[src/rtl/ucall_stack.sv]
`default_nettype none
// +--------------------------------------------------------------------------+
// | ucall_stack : circular microcode call/return stack (push/pop/replace).    |
// | Optional sticky overflow/underflow flags under macro USTACK_ERR_EN.       |
// | Revision: 1.0                                                             |
// +--------------------------------------------------------------------------+
module ucall_stack #(
  parameter int DEPTH  = 16,
  parameter int AWIDTH = 12,
  parameter int PTRW   = $clog2(DEPTH)
) (
  input  logic              clk,
  input  logic              rst,
  input  logic              clken,
  input  logic              call,
  input  logic              ret,
  input  logic [AWIDTH-1:0] addrIN,
  output logic [AWIDTH-1:0] addrOUT,
  output logic [PTRW:0]     level,
  output logic              empty,
  output logic              full,
  output logic [1:0]        err
);

  localparam logic [PTRW:0]   c_lvl_full = (PTRW+1)'(DEPTH);
  localparam logic [PTRW:0]   c_lvl_one  = (PTRW+1)'(1);
  localparam logic [PTRW-1:0] c_sp_one   = PTRW'(1);

  logic [AWIDTH-1:0] mem_q [DEPTH];
  logic [AWIDTH-1:0] mem_d [DEPTH];
  logic [PTRW-1:0]   sp_q, sp_d;
  logic [PTRW:0]     level_q, level_d;
  logic [PTRW-1:0]   w_top_idx;
  logic              w_push, w_pop, w_repl;

  assign w_top_idx = sp_q - c_sp_one;
  assign w_push    = clken &  call & ~ret;
  assign w_pop     = clken & ~call &  ret;
  assign w_repl    = clken &  call &  ret;

  assign addrOUT = mem_q[w_top_idx];
  assign level   = level_q;
  assign empty   = (level_q == '0);
  assign full    = (level_q == c_lvl_full);

  always_comb begin
    mem_d   = mem_q;
    sp_d    = sp_q;
    level_d = level_q;
    if (w_push) begin
      // A push while full silently overwrites the oldest entry.
      mem_d[sp_q] = addrIN;
      sp_d        = sp_q + c_sp_one;
      if (!full) level_d = level_q + c_lvl_one;
    end else if (w_pop) begin
      sp_d = w_top_idx;
      if (!empty) level_d = level_q - c_lvl_one;
    end else if (w_repl) begin
      // Page fail during a return: the top entry is swapped in place.
      mem_d[w_top_idx] = addrIN;
      if (empty) level_d = c_lvl_one;
    end
  end

  always_ff @(posedge clk or negedge rst) begin
    if (!rst) begin
      for (int i = 0; i < DEPTH; i++) mem_q[i] <= '0;
      sp_q    <= '0;
      level_q <= '0;
    end else begin
      mem_q   <= mem_d;
      sp_q    <= sp_d;
      level_q <= level_d;
    end
  end

`ifdef USTACK_ERR_EN
  logic [1:0] err_q, err_d;

  assign err_d = err_q | {w_pop & empty, w_push & full};
  assign err   = err_q;

  always_ff @(posedge clk or negedge rst) begin
    if (!rst) err_q <= 2'b00;
    else      err_q <= err_d;
  end
`else
  assign err = 2'b00;
`endif

endmodule
`default_nettype wire
[config.mk]
export PLATFORM = sky130hd
export DESIGN_NAME = ucall_stack
export DESIGN_NICKNAME = d
export VERILOG_FILES = /design/src/rtl/ucall_stack.sv
export SDC_FILE = /design/constraint.sdc
export NUM_CORES = 1
export LEC_CHECK = 0
export ABC_CLOCK_PERIOD_IN_PS = 2700
export BUFFER_PORTS_ARGS = -buffer_cell sky130_fd_sc_hd__buf_4
export CORE_ASPECT_RATIO = 1.75
export CORE_UTILIZATION = 58
export CTS_BUF_LIST = sky130_fd_sc_hd__clkbuf_4
export DETAILED_ROUTE_END_ITERATION = 10
export GPL_TIMING_DRIVEN = 0
export PLACE_DENSITY_LB_ADDON = 0.1
export SETUP_SLACK_MARGIN = 0.5
export SKIP_LAST_GASP = 1
export SLEW_MARGIN = 25
export SYNTH_ARGS = -nofsm -noshare
export SYNTH_HDL_FRONTEND = slang
export SYNTH_SLANG_ARGS = --single-unit
[constraint.sdc]
create_clock -name clk -period 2.7 [get_ports clk]
set_input_delay 0.135 -clock clk [delete_from_list [all_inputs] [get_ports clk]]
set_output_delay 0.135 -clock clk [all_outputs]
set_load 0.005 [all_outputs]
# Yosys cells after proc, flatten, opt, wreduce, memory -nomap -nowiden
# Index checks and enable logic that the tools add are counted.
[word_totals]
reg_bits = 201
in_bits = 17
output_inout_bits = 21
elab_cells = 68
[op_classes]
add_sub_neg = 4
magnitude_cmp = 4
n_eq_ne = 4
n_mux = 20
bitwise = 9
n_reduce_logical = 9
[op_table]
columns = ["cell", "n"]
rows = [
  ["192-bit 2-to-1 mux", 3],
  ["192-bit bitwise mux", 2],
  ["12-bit demux with 4-bit select", 2],
  ["12-bit binary-select mux with 4-bit select", 1],
  ["12-bit 2-to-1 mux", 4],
  ["5-bit 2-to-1 mux", 6],
  ["5-bit greater-or-equal comparator (second input constant)", 2],
  ["5-bit by 1-bit less-than comparator with 1-bit output (second input constant)", 2],
  ["4-bit NOT with 5-bit output", 2],
  ["4-bit 2-to-1 mux", 2],
  ["3-bit nonzero test", 2],
  ["5-bit by 1-bit adder with 5-bit output (second input constant)", 1],
  ["1-bit AND", 5],
  ["5-bit == test (second input constant)", 1],
  ["5-bit logical NOT", 1],
  ["5-bit by 1-bit subtractor with 5-bit output (second input constant)", 1],
  ["4-bit by 1-bit adder with 4-bit output (second input constant)", 1],
  ["2-bit != test (second input constant)", 2],
  ["4-bit AND reduction", 1],
  ["2-bit nonzero test", 2],
  ["4-bit by 1-bit subtractor with 4-bit output (second input constant)", 1],
  ["3-bit != test (second input constant)", 1],
  ["1-bit logical AND", 2],
  ["1-bit NOT", 2],
  ["2-bit AND reduction", 1],
]

# Depth between registers and ports, before layout
[depth]
word_depth = 10
depth_mapped = 10
ltp_nobuf = 6

# Least setup slack after synthesis
# No wires, ideal clock.
[synth_timing]
kind = "register to output"
start = "register sp_q[0]"
end = "output addrOUT[0]"
t_arrival_ns = 2.533
required_time_ns = 2.565
path_slack_ns = 0.032
stages_incl_launch_ff = 9
path_buffers = 4
path_cell_list = "dfrtp_1 buf_2 buf_2 inv_1 ha_1 buf_1 clkbuf_1 mux4_2 mux4_2"
[synth_via]
elab_chain_len = 5
[synth_lines]
columns = ["item", "line_no", "source"]
rows = [
  ["start: declaration", "31", "logic [PTRW-1:0] sp_q, sp_d;"],
  ["start signal: assignment", "72", "sp_q <= sp_d;"],
  ["4-bit by 1-bit subtractor with 4-bit output", "36", "assign w_top_idx = sp_q - c_sp_one;"],
  ["4-bit NOT with 5-bit output (not written as such)", "41", "assign addrOUT = mem_q[w_top_idx];"],
  ["12-bit binary-select mux with 4-bit select", "41", ""],
  ["12-bit 2-to-1 mux (not written as such) (2 in a row)", "41", ""],
  ["end: declaration", "18", "output logic [AWIDTH-1:0] addrOUT,"],
]
# Every way passes these cells. The select of a mux whose other input is x is not followed.

# Worst setup path after layout
[layout_timing]
start = "register sp_q[1]"
end = "output addrOUT[9]"
# Same word-level chain as after synthesis.

==> metrics.sh <==
PATH_CLK_SLEW_NS=0.08
LAYOUTNONFILLERINSTCOUNT=1038
DRT.ANTENNA.VIOLATING_NETS=0
DRV_CAP=0
FINALHOLDVIOLATIONS=0
FLOORPLAN.DIE.WIDTH_UM=100
CRIT_SLOWEST_CELL='dfrtp_2'
SYNTH_AREA_SQ_UM=9780
FIRST_GLOBAL_VIAS=7250
SYNTH_TOP_FLOP_CELL='dfrtp_1'
TOTAL_NUMBER_OF_VIAS=6380
SYNTH.YOSYS.SEQ_AREA_SHARE=0.514
VIOLATIONS='negative setup slack'
NUMBER_OF_ENABLE_TYPE_REGISTER_CELLS_IN_THE_SYNTHESIZED_NETLIST=0
SYNTH_TOP_AREA_FRAC=0.514
MOST_NUMEROUS_CELL_IN_THE_YOSYS_NETLIST='dfrtp_1'
WORSTPATHREQUIRED_NS=2.57
FINAL-MAX-SLEW-VIOLATION-COUNT=0
FINAL_MIN_PERIOD_OVER_CLOCK_PERIOD=1.12
FINALWEIGHTEDCONGESTION=0.927
STARTPOINT_TYPE='flop'
ANTENNA_FOUND_INITIAL=1
GRT_MAX_DEGREE=105
GRT_UTIL_ALL_LAYERS=0.316
POWER.DENSITY_CELL_AREA_nW_PER_UM2=1230
CORE-AREA_SQ_UM=16400
MULTIINPUTGATEAREA_SQ_UM=4780
DRIVE_ABOVE_1_SHARE=0.412
SEQ_AREA_SQ_UM=5030
ROUTE.DETAILED.VIAS_PER_INST=6.15
NUM_ROWS=62
SYN-MEAN-INSTANCE-AREA_SQ_UM=15.4
GRT_SETUP_UNREPAIRED='yes'
FIN_TOTAL_PWR_mW=15.1
COUNT_OF_H_TREE_LEVELS_BUILT_DURING_CTS=2
SYNTH-WARNING-COUNT=0
VDD_IR_DROP_MAX_V=0.000961
CRIT_TOP_CELL='mux4_2'
PLACEDCELLCOUNT=894
DRC=0
GRT-OVFL-TOTAL=0
CTS_MADE_BUFFERS=47
WORSTMARGINPINSLEW_NS=0.781
IO_PINS=38
INSERTION_DELAY_NS=0.62
MAX_FREQ_MHz=331
DRT-INITIAL-DRC-COUNT=352
COUNT_OF_UNIQUE_LIBRARY_CELLS_INSTANTIATED_BY_YOSYS=48
NUMCLOCKSINKS=201
IO_BUFFER_COUNT=34
TIMING.SLEW.HEADROOM=0.479
DRT-TOTAL-WL_UM=25900
DETAIL_ROUTE.WL_PER_CELL_UM=25.0
CTS.ROOT.BUFFER_CELL='clkbuf_4'
SETUP.WORST_PATH.CLASS='flop to primary output'
ENDPOINT_KIND='primary output'
DIEAREA_SQ_UM=17400
RUN_STATUS='complete, but fails checks'
FINAL.SETUP_SKEW_NS=0.0269
PLACE.DETAILED.HPWL_UM=17200
TIMING.CRITICAL_PATH.ARRIVAL_NS=2.88
TIMING.CRITICAL_PATH.CELLS='inv_2 > ha_4 > buf_12 > clkbuf_16 > mux4_2 > mux4_2 > buf_4'
N_FILL_CELL=1062
POST_SYNTH_MOST_FREQUENT_CELLS='dfrtp_1, mux2_1, mux4_2'
HOLD_PATH.CLASS='input pin to flop'
GRT_PASS1_WL_UM=40400
SYN_TO_FINAL_GROWTH_PCT=25.9
POSTLAYOUTSETUPSLACKWORST_NS=-0.320
POST_SYNTH_INST_COUNT=634
P_LEAK_nW=5.64
FINALHOLDWORSTSLACK_NS=0.0652
CP_SLOWEST_STAGE_DELAY_NS=0.51
DESIGN.FINAL.NETS=806
LAYOUT_MIN_CYCLE_TIME_NS=3.02
SYNTH_SEQ_CELLS=201
LARGEST_FANOUT_ON_THE_CRITICAL_PATH=10
DRT_PRE_ANTENNA_ITERS=4
SYNTH.LARGEST_AREA_CELL='dfrtp_1'
DIE_HEIGHT_UM=174
CTS_BUFFER_DEPTH=3
SETUP_VIOL=12
POST_SYNTH_MAIN_AREA_CONTRIBUTORS='dfrtp_1, mux2_1, mux4_2, mux2_2, buf_2'
CTS_TREE='done'
SYNTHARSTFLOPSHARE=1.00
FLOORPLAN.INITIALDENSITY=0.595
## repair_timing
item                                   in CTS  in global routing
setup endpoints to repair                 204                200
hold buffers                               13                  0
pin swaps                                  18                  6
gates resized for setup                   103                 20
buffers inserted                           37                  5
cloned                                      7                  1
endpoints found under the hold margin     175                  0
## sequential cells by signal (all words and copies together) (netlist names)
name / flops
level: 5
sp_q: 4
mem_q: 192
## final timing paths
path	cells past startpoint	from	endpoint	slack, ns
worst min-delay path	3	ret	sp_q[2]	0.07
worst min register to register	1	mem_q[168]	mem_q[168]	0.48
worst max-delay path	7	sp_q[1]	addrOUT[9]	-0.32
worst max register to register	10	sp_q[0]	mem_q[161]	0.22
max in group asynchronous	3	rst	sp_q[1]	1.49
min in group asynchronous	2	rst	mem_q[12]	0.14
## routing by layer
metal | share of wire | GRT usage
met1 | 0.35 | 0.353
met2 | 0.54 | 0.553
met3 | 0.040 | 0.0460
met4 | 0.071 | 0.208
met5 | 0 | 0
## critical path, delay by kind of cell, from the launching register on
family,cells,cell delay (ns)
muxes,2,0.86
buffers and inverters,4,0.60
DFF,1,0.51
adders and majority gates,1,0.29
## placed cells by master, fill, tap and decap left out, types with 3 or more instances in the layout
| cell type | netlist | routed |
|---|---|---|
| o41ai_4 | 4 | 4 |
| xnor2_1 | 4 | 3 |
| a32oi_1 | 8 | 3 |
| buf_6 | 3 | 30 |
| clkbuf_16 | 0 | 6 |
| buf_4 | 9 | 64 |
| buf_2 | 22 | 5 |
| mux4_2 | 61 | 61 |
| and3b_1 | 3 | 3 |
| mux2_1 | 175 | 164 |
| inv_1 | 8 | 6 |
| o22ai_2 | 0 | 4 |
| dfrtp_1 | 201 | 200 |
| ha_1 | 7 | 3 |
| nand4_1 | 6 | 6 |
| a21oi_1 | 3 | 3 |
| inv_2 | 1 | 3 |
| buf_8 | 0 | 6 |
| o21ai_0 | 3 | 3 |
| nand3b_1 | 6 | 6 |
| a32oi_2 | 0 | 4 |
| mux2_2 | 17 | 17 |
| buf_16 | 0 | 3 |
| mux2i_1 | 3 | 3 |
| dlygate4sd3_1 | 0 | 13 |
| clkbuf_1 | 20 | 15 |
| nand3_1 | 4 | 3 |
| mux2_4 | 0 | 11 |
| buf_12 | 0 | 10 |
| and4_1 | 5 | 4 |
| clkbuf_4 | 0 | 76 |
| nor2_1 | 11 | 9 |
| a31oi_4 | 0 | 4 |
| o2bb2ai_1 | 6 | 3 |
| nand2_1 | 8 | 8 |
## power by group
part	switching [mW]	internal [mW]
Clock	1.17	1.35
Sequential	0.731	4.33
Combinational	3.24	4.29
Total	5.14	9.97
## cells by family after synthesis
group / share of synthesized area
simple gates: 0.0329
compound gates: 0.0422
mux: 0.364
fa+ha+maj: 0.00895
buf+inv: 0.0335
other cells: 0.000383
flops: 0.514
xor+xnor: 0.00358
## layout make-up
cell class,count,area share
multi-input combinational,369,0.388
clock inverter,4,0.00335
inverter,9,0.00335
buffer,56,0.0475
antenna,1,0.000203
sequential,201,0.408
clock buffer,76,0.0463
tap,224,0.0227
timing repair buffer,98,0.0800
## metrics by stage
stage                     worst slack [ns]  setup TNS (ns)  area, sq um  utilization
after floorplan                      0.492               0         9920            -
after global placement              -0.121           -4.09        10500        0.636
after detailed placement            -0.161           -5.48        10500        0.638
after CTS                           -0.328           -3.69        12100        0.738
after global routing                -0.363           -4.18        12300        0.749
final                               -0.320           -3.50        12300        0.749
Note: power is estimated with default switching activity, not from simulation.
